## config.mk

```make
export PLATFORM = sky130hd
export DESIGN_NAME = multicycle_control_fsm_flat
export DESIGN_NICKNAME = d
export VERILOG_FILES = /design/src/rtl/multicycle_control_fsm_if.sv /design/src/rtl/multicycle_control_fsm.sv /design/src/flat_wrapper.sv
export SDC_FILE = /design/constraint.sdc
export NUM_CORES = 1
export LEC_CHECK = 0
export ABC_AREA = 1
export ABC_CLOCK_PERIOD_IN_PS = 3460
export BUFFER_PORTS_ARGS = -buffer_cell sky130_fd_sc_hd__buf_2
export CAP_MARGIN = 0
export CORE_ASPECT_RATIO = 0.9
export CORE_MARGIN = 2
export CORE_UTILIZATION = 25
export CTS_CLUSTER_DIAMETER = 80
export DETAILED_ROUTE_END_ITERATION = 8
export PLACE_DENSITY = 0.57
export SYNTH_ARGS = -nofsm -noshare
export SYNTH_HDL_FRONTEND = slang
export SYNTH_SLANG_ARGS = --single-unit
```

## constraint.sdc

```tcl
create_clock -name clk -period 3.46 [get_ports clk]
set_clock_uncertainty 0.15 [all_clocks]
set_input_delay 0.173 -clock clk [delete_from_list [all_inputs] [get_ports clk]]
set_output_delay 0.173 -clock clk [all_outputs]
set_load 0.02 [all_outputs]
```

## src/rtl/multicycle_control_fsm_if.sv

```systemverilog
// multicycle_control_fsm_if: controller<->datapath bundle; master drives enables/selects, slave drives instr, EQ, mem_ready
interface multicycle_control_fsm_if;
  logic [31:0] instr;
  logic        EQ, mem_ready;
  logic        mem_req, AdrSrc, MemWrite, IRWrite, PCWrite, RegWrite, instr_retired, illegal;
  logic [1:0]  ResultSrc, ALUSrcA, ALUSrcB, ImmSrc;
  logic [2:0]  ALUctrl;
  modport master(
    input  instr, EQ, mem_ready,
    output mem_req, AdrSrc, MemWrite, IRWrite, PCWrite, RegWrite, ResultSrc,
           ALUSrcA, ALUSrcB, ALUctrl, ImmSrc, instr_retired, illegal
  );
  modport slave(
    output instr, EQ, mem_ready,
    input  mem_req, AdrSrc, MemWrite, IRWrite, PCWrite, RegWrite, ResultSrc,
           ALUSrcA, ALUSrcB, ALUctrl, ImmSrc, instr_retired, illegal
  );
endinterface

```

## src/rtl/multicycle_control_fsm.sv

```systemverilog
// multicycle_control_fsm: RV32I multi-cycle sequencer; ports clk, rst (sync, active-high), bus (master: instr/EQ/mem_ready in, enables/selects/retire/illegal out)
module multicycle_control_fsm (
  input logic clk,
  input logic rst,
  multicycle_control_fsm_if.master bus
);
  typedef enum logic [3:0] {
    FETCH, DECODE, EXEC_R, EXEC_I, MEM_ADDR, MEM_RD, MEM_WR, WB_ALU, WB_MEM, BRANCH
  } state_t;
  state_t r_state, w_st, w_next;
  logic [6:0] w_op;
  logic [2:0] w_f3;
  logic w_r, w_addi, w_lw, w_sw, w_br;
  assign w_op   = bus.instr[6:0];
  assign w_f3   = bus.instr[14:12];
  assign w_r    = w_op == 7'b0110011 && (w_f3 == 3'b000 || w_f3 == 3'b110 || w_f3 == 3'b111);
  assign w_addi = w_op == 7'b0010011 && w_f3 == 3'b000;
  assign w_lw   = w_op == 7'b0000011 && w_f3 == 3'b010;
  assign w_sw   = w_op == 7'b0100011 && w_f3 == 3'b010;
  assign w_br   = w_op == 7'b1100011 && w_f3[2:1] == 2'b00;
  always_comb begin
    w_st              = rst ? FETCH : r_state;
    w_next            = w_st;
    bus.mem_req       = 1'b0;
    bus.AdrSrc        = 1'b0;
    bus.MemWrite      = 1'b0;
    bus.IRWrite       = 1'b0;
    bus.PCWrite       = 1'b0;
    bus.RegWrite      = 1'b0;
    bus.ResultSrc     = 2'b00;
    bus.ALUSrcA       = 2'b00;
    bus.ALUSrcB       = 2'b00;
    bus.ALUctrl       = 3'b000;
    bus.ImmSrc        = 2'b00;
    bus.instr_retired = 1'b0;
    bus.illegal       = 1'b0;
    case (w_st)
      FETCH: begin
        bus.mem_req   = 1'b1;
        bus.ALUSrcB   = 2'b10;
        bus.ResultSrc = 2'b10;
        bus.IRWrite   = bus.mem_ready;
        bus.PCWrite   = bus.mem_ready;
        w_next        = bus.mem_ready ? DECODE : FETCH;
      end
      DECODE: begin
        bus.ALUSrcA = 2'b01;
        bus.ALUSrcB = 2'b01;
        bus.ImmSrc  = 2'b10;
        bus.illegal = ~(w_r | w_addi | w_lw | w_sw | w_br);
        w_next      = w_r ? EXEC_R : w_addi ? EXEC_I : (w_lw | w_sw) ? MEM_ADDR : w_br ? BRANCH : FETCH;
      end
      EXEC_R: begin
        bus.ALUSrcA = 2'b10;
        bus.ALUctrl = w_f3 == 3'b000 ? {2'b00, bus.instr[30]} : w_f3 == 3'b110 ? 3'b011 : 3'b010;
        w_next      = WB_ALU;
      end
      EXEC_I: begin
        bus.ALUSrcA = 2'b10;
        bus.ALUSrcB = 2'b01;
        w_next      = WB_ALU;
      end
      MEM_ADDR: begin
        bus.ALUSrcA = 2'b10;
        bus.ALUSrcB = 2'b01;
        bus.ImmSrc  = {1'b0, w_op[5]};
        w_next      = w_op[5] ? MEM_WR : MEM_RD;
      end
      MEM_RD: begin
        bus.mem_req = 1'b1;
        bus.AdrSrc  = 1'b1;
        w_next      = bus.mem_ready ? WB_MEM : MEM_RD;
      end
      MEM_WR: begin
        bus.mem_req       = 1'b1;
        bus.AdrSrc        = 1'b1;
        bus.MemWrite      = 1'b1;
        bus.instr_retired = bus.mem_ready;
        w_next            = bus.mem_ready ? FETCH : MEM_WR;
      end
      WB_ALU: begin
        bus.RegWrite      = 1'b1;
        bus.instr_retired = 1'b1;
        w_next            = FETCH;
      end
      WB_MEM: begin
        bus.ResultSrc     = 2'b01;
        bus.RegWrite      = 1'b1;
        bus.instr_retired = 1'b1;
        w_next            = FETCH;
      end
      BRANCH: begin
        bus.ALUSrcA       = 2'b10;
        bus.ALUctrl       = 3'b001;
        bus.PCWrite       = bus.EQ ^ w_f3[0];
        bus.instr_retired = 1'b1;
        w_next            = FETCH;
      end
      default: w_next = FETCH;
    endcase
    if (rst) begin
      bus.mem_req       = 1'b0;
      bus.MemWrite      = 1'b0;
      bus.IRWrite       = 1'b0;
      bus.PCWrite       = 1'b0;
      bus.RegWrite      = 1'b0;
      bus.instr_retired = 1'b0;
      bus.illegal       = 1'b0;
    end
  end
  always_ff @(posedge clk) r_state <= rst ? FETCH : w_next;
endmodule

```

## src/flat_wrapper.sv

```systemverilog
// flat-port wrapper written by rule: the top's interface ports become plain ports
module multicycle_control_fsm_flat 
  (clk, rst, bus_instr, bus_EQ, bus_mem_ready, bus_mem_req, bus_AdrSrc, bus_MemWrite, bus_IRWrite, bus_PCWrite, bus_RegWrite, bus_ResultSrc, bus_ALUSrcA, bus_ALUSrcB, bus_ALUctrl, bus_ImmSrc, bus_instr_retired, bus_illegal);
  multicycle_control_fsm_if bus_i ();
  input logic clk;
  input logic rst;
  input wire logic [$bits(bus_i.instr)-1:0] bus_instr;
  input wire logic [$bits(bus_i.EQ)-1:0] bus_EQ;
  input wire logic [$bits(bus_i.mem_ready)-1:0] bus_mem_ready;
  output wire logic [$bits(bus_i.mem_req)-1:0] bus_mem_req;
  output wire logic [$bits(bus_i.AdrSrc)-1:0] bus_AdrSrc;
  output wire logic [$bits(bus_i.MemWrite)-1:0] bus_MemWrite;
  output wire logic [$bits(bus_i.IRWrite)-1:0] bus_IRWrite;
  output wire logic [$bits(bus_i.PCWrite)-1:0] bus_PCWrite;
  output wire logic [$bits(bus_i.RegWrite)-1:0] bus_RegWrite;
  output wire logic [$bits(bus_i.ResultSrc)-1:0] bus_ResultSrc;
  output wire logic [$bits(bus_i.ALUSrcA)-1:0] bus_ALUSrcA;
  output wire logic [$bits(bus_i.ALUSrcB)-1:0] bus_ALUSrcB;
  output wire logic [$bits(bus_i.ALUctrl)-1:0] bus_ALUctrl;
  output wire logic [$bits(bus_i.ImmSrc)-1:0] bus_ImmSrc;
  output wire logic [$bits(bus_i.instr_retired)-1:0] bus_instr_retired;
  output wire logic [$bits(bus_i.illegal)-1:0] bus_illegal;
  assign bus_i.instr = bus_instr;
  assign bus_i.EQ = bus_EQ;
  assign bus_i.mem_ready = bus_mem_ready;
  assign bus_mem_req = bus_i.mem_req;
  assign bus_AdrSrc = bus_i.AdrSrc;
  assign bus_MemWrite = bus_i.MemWrite;
  assign bus_IRWrite = bus_i.IRWrite;
  assign bus_PCWrite = bus_i.PCWrite;
  assign bus_RegWrite = bus_i.RegWrite;
  assign bus_ResultSrc = bus_i.ResultSrc;
  assign bus_ALUSrcA = bus_i.ALUSrcA;
  assign bus_ALUSrcB = bus_i.ALUSrcB;
  assign bus_ALUctrl = bus_i.ALUctrl;
  assign bus_ImmSrc = bus_i.ImmSrc;
  assign bus_instr_retired = bus_i.instr_retired;
  assign bus_illegal = bus_i.illegal;
  multicycle_control_fsm u_core (.clk(clk), .rst(rst), .bus(bus_i));
endmodule
```

==> impl_summary.md, run 1 <==
Critical path
The critical path capture point is bus_illegal. The worst reg-to-reg path cell count is 6. The critical path startpoint category is a flop. The delay of the slowest cell on the worst path is around 0.4 ns. The endpoint of the most critical register-to-register path is u_core.r_state[2].

On the critical path, the stage with the largest delay is an instance of dfxtp_1. Along the worst path, the maximum fanout reaches 5. The worst register-to-register path begins at u_core.r_state[1]. The flop-to-flop setup slack is about 2.1 ns. STA puts the critical path data required time at about 3.1 ns. The logic depth of the worst setup path including buffers is 7. The critical setup path kind is flop to output port.

The signal on the critical path passes through nand2_2, nor2_4, nand2_2, a21oi_2, nand2_2, nor2_1, buf_2. The critical path endpoint category is an output port. In this design, the critical path's most frequently occurring cell is nand2_2.

Broken down by cell family, the worst path's largest delay share belongs to simple AND/OR/NAND/NOR gates. The number of buffer and inverter stages on the critical path is 1. The most critical setup path has its startpoint at u_core.r_state[0]. The signal arrival time at the worst endpoint is around 1.5 ns.

Clocking
The clock transition time at the flip-flop clock pins of the worst setup and hold paths is approximately 0.03 ns. The later pin in the worst-skew pair is clocked with a latency of approximately 0.23 ns. The total number of H-tree levels is 1. In this run the deepest clock path goes through 2 buffers. TritonCTS built the clock tree. The number of clock sinks is 4. The total CTS buffers is 3.

The post-cts repair resize count is 0. Buffers inserted to repair hold after CTS numbered 0. The clock tree root buffer cell is clkbuf_4.

The post-CTS setup-driven buffer insertion count is 0.

Cells and area
The count of inserted antenna diode cells is 0. The finished layout holds around 160 standard cells, fillers aside. The final-layout fill cell count is about 250. From synthesis to final layout, the design area changed by 36.93%. The multi-input combinational cells in the finished layout cover a total of 384.1 sq um. Of the cells placed in the final design, the portion with a size suffix greater than 1 is 0.3582. The final layout contains 172 nets. The largest registers in the layout are u_core.r_state (4). The flip-flop count of the largest register, all copies and words added is 4. The sequential cells in the finished layout cover a total of roughly 80 sq um.

Ranked by flip-flop count, first place goes to u_core.r_state.

STA
The total count of hold-check failures in the final report is 0. The highest clock frequency the design can meet is 0.5609 GHz. Hold is met by about 0.057 ns.

The final count of pins violating max slew is 0. For the final routed database, the setup TNS stands at 0 ns. Setup violations remaining at the end of the flow were counted as 0. Setup repair after global routing left no endpoint under its margin. The portion of the clock cycle consumed by the worst path in the final layout is 0.5153.

The clock period minus worst slack is about 1.8 ns.

Synthesis
In this run the mean area of a mapped cell was around 5.4 sq um. In this run, synthesis produced a sequential element count of 4. The net count of the mapped netlist is 137. The sequential area share after synthesis is 0.1468.

The number of enable flip-flop cells after synthesis is 0. The leading register cell type out of synthesis is dfxtp_1. For this run, the number of Yosys warnings is 0.

The share of synthesized area in the top cell type comes to 0.1858. Counting distinct cell types in the post-synthesis netlist gives 22. The fraction of synthesis flops using an asynchronous set or reset pin is 0. The count of mapped cells out of synthesis is about 100.

Counting instances in the post-synthesis netlist gives the leading cell types as nand2_1 (27), inv_1 (16), nor2_1 (14), nand3_1 (13), nand2_2 (5). In the post-synthesis netlist, the biggest area contributors are nand2_1 (19%), dfxtp_1 (15%), nand3_1 (12%). The cell type contributing the most total cell area after synthesis is nand2_1. The most frequent cell after synthesis is nand2_1.

The synthesized cell area is around 550 sq um.

Placement
The number of placed instances, taps included is 158. During placement, the flow inserted port buffers numbering 32. The detailed placer's ending HPWL is roughly 1.3 mm. The congestion estimate from routability-driven global placement came to 0.7966.

Route
The DRC violation total after the first TritonRoute iteration is 8. The average via count per standard cell is ~4.4. The DRC violations left is 0. Once detail routing completed, the nets flagged for antenna violations numbered 0.

The routed layout has a little over 700 vias. After detailed routing, the average wire length per cell comes to 9.143 microns. The total routed wirelength is ~1.5 mm. The first detailed-routing pass ran for 4 iterations.

Pwr
The peak ir drop on the vdd network is between 50 and 60 uV. The power density over the cells is ~200 nW/um^2. The internal portion of the total power is slightly above 100 uW. The portion of total power attributed to the clock network is 0.373. The power share of the sequential group is 0.329. The total net switching power is approximately 45 uW. The relative contribution of combinational cells to total power is 0.298. In this run the static leakage power is around 0.0005 uW. The fraction of power spent switching nets is 0.3070.

Die
After floorplanning, the core was sized to cover roughly 2100 sq um. In this run the vertical extent of the chip is about 48 microns. Measured along the x axis, the die boundary spans between 50 and 60 microns. The initial standard-cell utilization of the core is 0.2571. The number of standard-cell rows in the floorplan is 16. The die covers around 2600 sq um. The top-level port count is 55.

GRT
The total global-route track usage is 0.1175. The total congestion overflow after global routing is 0. The number of antenna violations at the first check in global routing was 0. The first global-routing pass estimated 2.339 mm of wire. Entering global routing, the biggest net connects 8 pins. The via count of the first global-routing pass was 588.

Worst hold path
The worst min-delay path category is input pin to flop.

Job
The number of violations of the max-capacitance limit is 0.

Outcome
The flow ran to the end, and the final reports show no timing, DRC or antenna violations.
[logic make-up (layout without fill, tap and decap cells)]
| kind of cell | after synthesis | count (layout) | share of synthesized area |
|---|---|---|---|
| flip-flops | 4 | 4 | 0.1468 |
| other | 1 | 1 | 0.006874 |
| AND/OR/NAND/NOR | 66 | 66 | 0.5642 |
| XOR/XNOR | 1 | 1 | 0.01606 |
| buffers and inverters | 19 | 52 | 0.1491 |
| AO/OA/AOI/OAI | 10 | 10 | 0.1170 |
[area by class of cell]
cell class                 instances  area share
tap                               27     0.04523
clock buffer                       3     0.03015
timing repair buffer              32      0.2144
inverter                          17     0.08878
sequential                         4      0.1072
multi-input combinational         78      0.5142
[worst register-to-register path, delay by kind of cell (launching register included)]
family	cells	cell delay, ns
AOI/OAI and AO/OA	1	0.07
and+or+nand+nor	5	0.64
DFF	1	0.40
[power groups by stage]
| stage | sequential [uW] | combinational (uW) | clock [uW] |
|---|---|---|---|
| floorplan | 48.8 | 27.2 | 0 |
| global route | 48.4 | 48.8 | 59.3 |
| detailed placement | 49.0 | 44.0 | 0 |
| CTS | 48.3 | 44.2 | 58.5 |
| global placement | 49.1 | 43.4 | 0 |
| finish | 48.3 | 43.9 | 54.9 |
[cells in the final DEF (no fill, tap or decap), types with 3 or more instances in the layout]
cell type,count
dfxtp_1,4
clkbuf_4,3
buf_2,32
nor2_1,14
o21ai_1,3
nand3_1,13
nand2_2,5
inv_1,16
nand2_1,27
[worst min path at each step]
stage | slack (ns) | start | cells after the start | end
6_report | 0.06 | rst | 2 | u_core.r_state[0]
5_1_grt | 0.05 | rst | 2 | u_core.r_state[0]
4_1_cts | 0.05 | rst | 2 | u_core.r_state[0]
3_5_place_dp | 0.29 | rst | 2 | u_core.r_state[0]
3_3_place_gp | 0.28 | rst | 2 | u_core.r_state[0]
2_1_floorplan | 0.09 | rst | 1 | u_core.r_state[0]
[layer usage]
| metal | track usage | up-vias | part of all wire |
|---|---|---|---|
| met5 | 0 | - | 0 |
| met4 | 0.05128 | 0 | 0 |
| met3 | 0.009259 | 0 | 0.056 |
| met2 | 0.1996 | 25 | 0.49 |
| met1 | 0.1472 | 306 | 0.46 |
| li1 | - | 380 | - |
[stage by stage]
stage | instance area [sq um] | total power [uW] | utilization | setup slack, ns
finish | 747.0 | 147.1 | 0.3520 | 1.677
global route | 747.0 | 156.5 | 0.3520 | 1.521
CTS | 747.0 | 151.0 | 0.3520 | 1.682
detailed placement | 724.4 | 93.04 | 0.3414 | 1.930
global placement | 724.4 | 92.51 | 0.3414 | 1.914
floorplan | 545.5 | 75.98 | - | 1.851
Power figures use the tool's default switching activity.
==> run 2: changes to the inputs <==
--- a/config.mk
+++ b/config.mk
@@ -5,8 +5,8 @@
 export SDC_FILE = /design/constraint.sdc
 export NUM_CORES = 1
 export LEC_CHECK = 0
-export ABC_AREA = 1
-export ABC_CLOCK_PERIOD_IN_PS = 3460
+export ABC_AREA = 0
+export ABC_CLOCK_PERIOD_IN_PS = 1550
 export BUFFER_PORTS_ARGS = -buffer_cell sky130_fd_sc_hd__buf_2
 export CAP_MARGIN = 0
 export CORE_ASPECT_RATIO = 0.9
@@ -14,7 +14,7 @@
 export CORE_UTILIZATION = 25
 export CTS_CLUSTER_DIAMETER = 80
 export DETAILED_ROUTE_END_ITERATION = 8
-export PLACE_DENSITY = 0.57
+export PLACE_DENSITY = 0.56
 export SYNTH_ARGS = -nofsm -noshare
 export SYNTH_HDL_FRONTEND = slang
 export SYNTH_SLANG_ARGS = --single-unit
==> constraint.sdc (replaced) <==
create_clock -name clk -period 1.55 [get_ports clk]
set_clock_uncertainty 0.15 [all_clocks]
set_input_delay 0.0775 -clock clk [delete_from_list [all_inputs] [get_ports clk]]
set_output_delay 0.0775 -clock clk [all_outputs]
set_load 0.02 [all_outputs]
==> run 2 against run 1 <==
  * The flow now finishes with violations (negative setup slack)
  * Cell count is 3.7% higher
  * First-iteration DRC count is 63% higher
  * Design area is 53% higher
  * Count of clock-buffer cells in the layout stayed put
  * Register-to-register slack worse by 2.0 ns
  * Die area is 13% higher
  * Non-clock buffer count is 23 higher
  * Sequential share of layout area is 2.4 points lower
  * Via count is 21% higher
  * Power grew to 3.8 times the previous value
  * Sequential power is 150% higher
  * Wire length is 50% higher
  * Critical path type unchanged
  * Critical endpoint is now bus_mem_req
  * Highest routed layer is now met4
==> impl_summary.md, run 2 <==
Route
The average wire per cell in the routed design is 13.23 microns (was 9.143 microns). The total iterations of the first detailed-routing run came to 4 (unchanged). The DRC violation total after the first TritonRoute iteration was 13 (was 8).

The total routed wirelength came to 2.210 mm (was 1.472 mm). The average via count per standard cell came to 5.144 (was 4.416). The DRC violations left is 0 (unchanged). The number of antenna-violating nets in the routed design is 0 (unchanged). The total number of vias is 859 (was 711).

STA
The highest clock frequency the design can meet is ~0.6 GHz. The final count of pins violating max slew was 0 (unchanged). The final setup violation count was 9 (was 0). The total count of hold-check failures in the final report is 0 (unchanged). The clock period minus worst slack is roughly 1.7 ns. RSZ-0062 raised after global routing: yes (was no). The final-layout worst hold slack is 0.06356 ns (was 0.05716 ns). The portion of the clock cycle consumed by the worst path in the final layout is 1.077. The summed negative setup slack over all endpoints is -0.5845 ns (was 0 ns). The worst setup slack after layout is -0.1195 ns (was 1.677 ns).

Critical path
The data required time at the worst endpoint came to 1.32 ns (was 3.14 ns). The signal arrival time at the worst endpoint came to 1.44 ns (was 1.46 ns). The critical path endpoint category was an output port (unchanged).

The critical setup path kind is flop to output port (unchanged). The critical path startpoint category is a flop (unchanged). The critical-path maximum fanout is 4 (was 5).

Cells and area
The count of inserted antenna diode cells is 0 (unchanged). The most common cell after layout, fill and taps aside is buf_4 (was buf_2). The fraction of final layout cells with drive strength greater than 1 was 0.5971 (was 0.3582). The flip-flop count of the largest register, all copies and words added came to 4 (unchanged).

The final-layout fill cell count is 236 (was 254). The relative area change from synthesis to final layout is 82.60% (was 36.93%). Commonest non-fill, non-tap cells in the layout: buf_4 (23), buf_2 (22), a21oi_1 (8), buf_6 (8), nor2_1 (6) (was buf_2 (32), nand2_1 (27), inv_1 (16), nor2_1 (14), nand3_1 (13)). The top register by number of flip-flops is u_core.r_state (unchanged). The fraction of the core area covered by cells at the end of the flow is 0.4753 (was 0.3520). The layout net count is 177 (was 172).

Top Registers: u_core.r_state (4) (unchanged).

Job
The number of violations of the max-capacitance limit was 0 (unchanged).

Synthesis
The synthesized cell area is 625.6 sq um (was 545.5 sq um). The leading register cell type out of synthesis was dfxtp_1 (unchanged). The cell type contributing the most total cell area after synthesis is dfxtp_1 (was nand2_1). The count of mapped cells out of synthesis is 89 (was 101). The post-synthesis sequential element count is 4 (unchanged). The number of enable flip-flop cells after synthesis is 0 (unchanged). The fraction of synthesis flops using an asynchronous set or reset pin was 0 (unchanged). The sequential area share after synthesis is 0.1280 (was 0.1468).

The total number of yosys warnings is 0 (unchanged). The number of distinct library cells after synthesis is 39 (was 22). Largest cells by area after synthesis: dfxtp_1 (13%), a21oi_1 (7.2%), nand2b_1 (6.0%) (was nand2_1 (19%), dfxtp_1 (15%), nand3_1 (12%)). The area share of the largest cell type after synthesis came to 0.1280 (was 0.1858).

The net count of the mapped netlist is 125 (was 137). The synthesized area divided by synthesized cell count is 7.029 sq um (was 5.401 sq um). Commonest cells in the netlist: a21oi_1 (9), nor2_1 (9), nand2b_1 (6), nor3_1 (6), buf_2 (5) (was nand2_1 (27), inv_1 (16), nor2_1 (14), nand3_1 (13), nand2_2 (5)).

Clocking
The insertion delay of the later-clocked pin in the worst-skew pair is 0.25 ns (was 0.23 ns). The total CTS buffers was 3 (unchanged). The number of clock sinks was 4 (unchanged).

The worst-case clock buffer depth was 2 (unchanged). The clock tree root buffer cell was clkbuf_4 (unchanged). The CTS tree is done (unchanged).

The total number of H-tree levels is 1 (unchanged). The clock transition time at the flip-flop clock pins of the worst setup and hold paths is 0.04 ns (was 0.03 ns).

GRT
The largest net degree at the start of global routing is 14 (was 8). The total congestion overflow after global routing is 0 (unchanged). The first-pass GRT wire length came to 3.560 mm (was 2.339 mm). The total global-route track usage is 0.1545 (was 0.1175). The via count of the first global-routing pass is 806 (was 588). The number of antenna violations at the first check in global routing is 0 (unchanged).

Outcome
Result of the run: complete, but fails checks (was finished, final reports clean). The final reports fail on negative setup slack.

Die
The top-level port count is 55 (unchanged). The initial standard-cell utilization of the core is 0.2603 (was 0.2571). The die footprint is 2919 sq um (was 2572 sq um). The horizontal die dimension is 56.73 microns (was 53.24 microns).

The placeable core region is 2404 sq um (was 2122 sq um). The die extent in y came to 51.46 microns (was 48.32 microns). The number of standard-cell rows in the floorplan was 17 (was 16).

Placement
The count of buffers inserted at the top-level ports is 32 (unchanged). The last weighted congestion value of the routability-driven placer is 0.8088 (was 0.7966). The pre-CTS worst setup slack is -0.02382 ns (was 1.930 ns). The detailed placer's ending HPWL is 1.532 mm (was 1.280 mm).

Worst hold path
The worst min-delay path category is input pin to flop (unchanged).

Pwr
The peak ir drop on the vdd network is 311.8 uV (was 51.59 uV). The power density over the cells was 491.6 nW/um^2 (was 196.9 nW/um^2). The static leakage power is 0.0005205 uW (was 0.0005002 uW).
==> run 2: area by class of cell <==
type / instances / area (sq um) / area share
clock buffer: 3 / 22.52 / 0.01972
sequential: 4 / 95.09 / 0.08324
multi-input combinational: 74 / 578.1 / 0.5060
inverter: 3 / 13.76 / 0.01205
tap: 28 / 35.03 / 0.03067
timing repair buffer: 55 / 397.9 / 0.3483
==> run 2: final timing paths <==
check / depth (start not counted) / startpoint / slack, ns / end
max: 6 / u_core.r_state[1] / -0.12 / bus_mem_req
min: 3 / bus_instr[13] / 0.06 / u_core.r_state[0]
max reg2reg: 5 / u_core.r_state[1] / 0.16 / u_core.r_state[2]
min reg2reg: 3 / u_core.r_state[2] / 0.51 / u_core.r_state[3]
==> run 2: worst max-delay path: stages (launching register included) <==
cell and delay [ns]:
dfxtp_4 0.35, buf_4 0.15, nor2b_1 0.14, nor3_1 0.13, a21oi_1 0.06, nor3_1 0.16
buf_2 0.20
==> run 2: logic make-up after synthesis <==
kind of cell              after synthesis  synth area share
AOI/OAI and AO/OA                      24            0.2540
xor gates and xnor gates                1           0.01400
buffers and inverters                  11           0.09399
DFF                                     4            0.1280
other                                   1          0.005994
and+or+nand+nor                        48            0.5040
==> run 2: where the power goes <==
part / internal, uW / switching [uW]
Sequential: 107 / 11.9
Combinational: 148 / 155
Clock: 87.2 / 51.7
==> run 2: layer usage <==
layer,track usage,vias to the layer above,wire (microns)
li1,-,426,-
met1,0.1851,392,952
met2,0.2907,37,1111
met3,0.01519,4,125
met4,0.04651,0,21
met5,0,-,0
==> run 2: through the flow <==
| stage | cell area [sq um] | power, uW | std cells |
|---|---|---|---|
| floorplan | 664.4 | 276.6 | 89 |
| global placement | 925.9 | 373.3 | 157 |
| detailed placement | 925.9 | 375.7 | 157 |
| CTS | 1097 | 537.1 | 166 |
| global route | 1142 | 588.7 | 167 |
| finish | 1142 | 561.6 | 167 |
==> run 2: timing repair <==
item | CTS | global route
buffers inserted | 5 | 1
resized for setup | 31 | 12
hold endpoints to repair | 1 | 0
pin swaps | 6 | 2
hold buffers | 1 | 0
endpoints found under the setup margin | 17 | 15
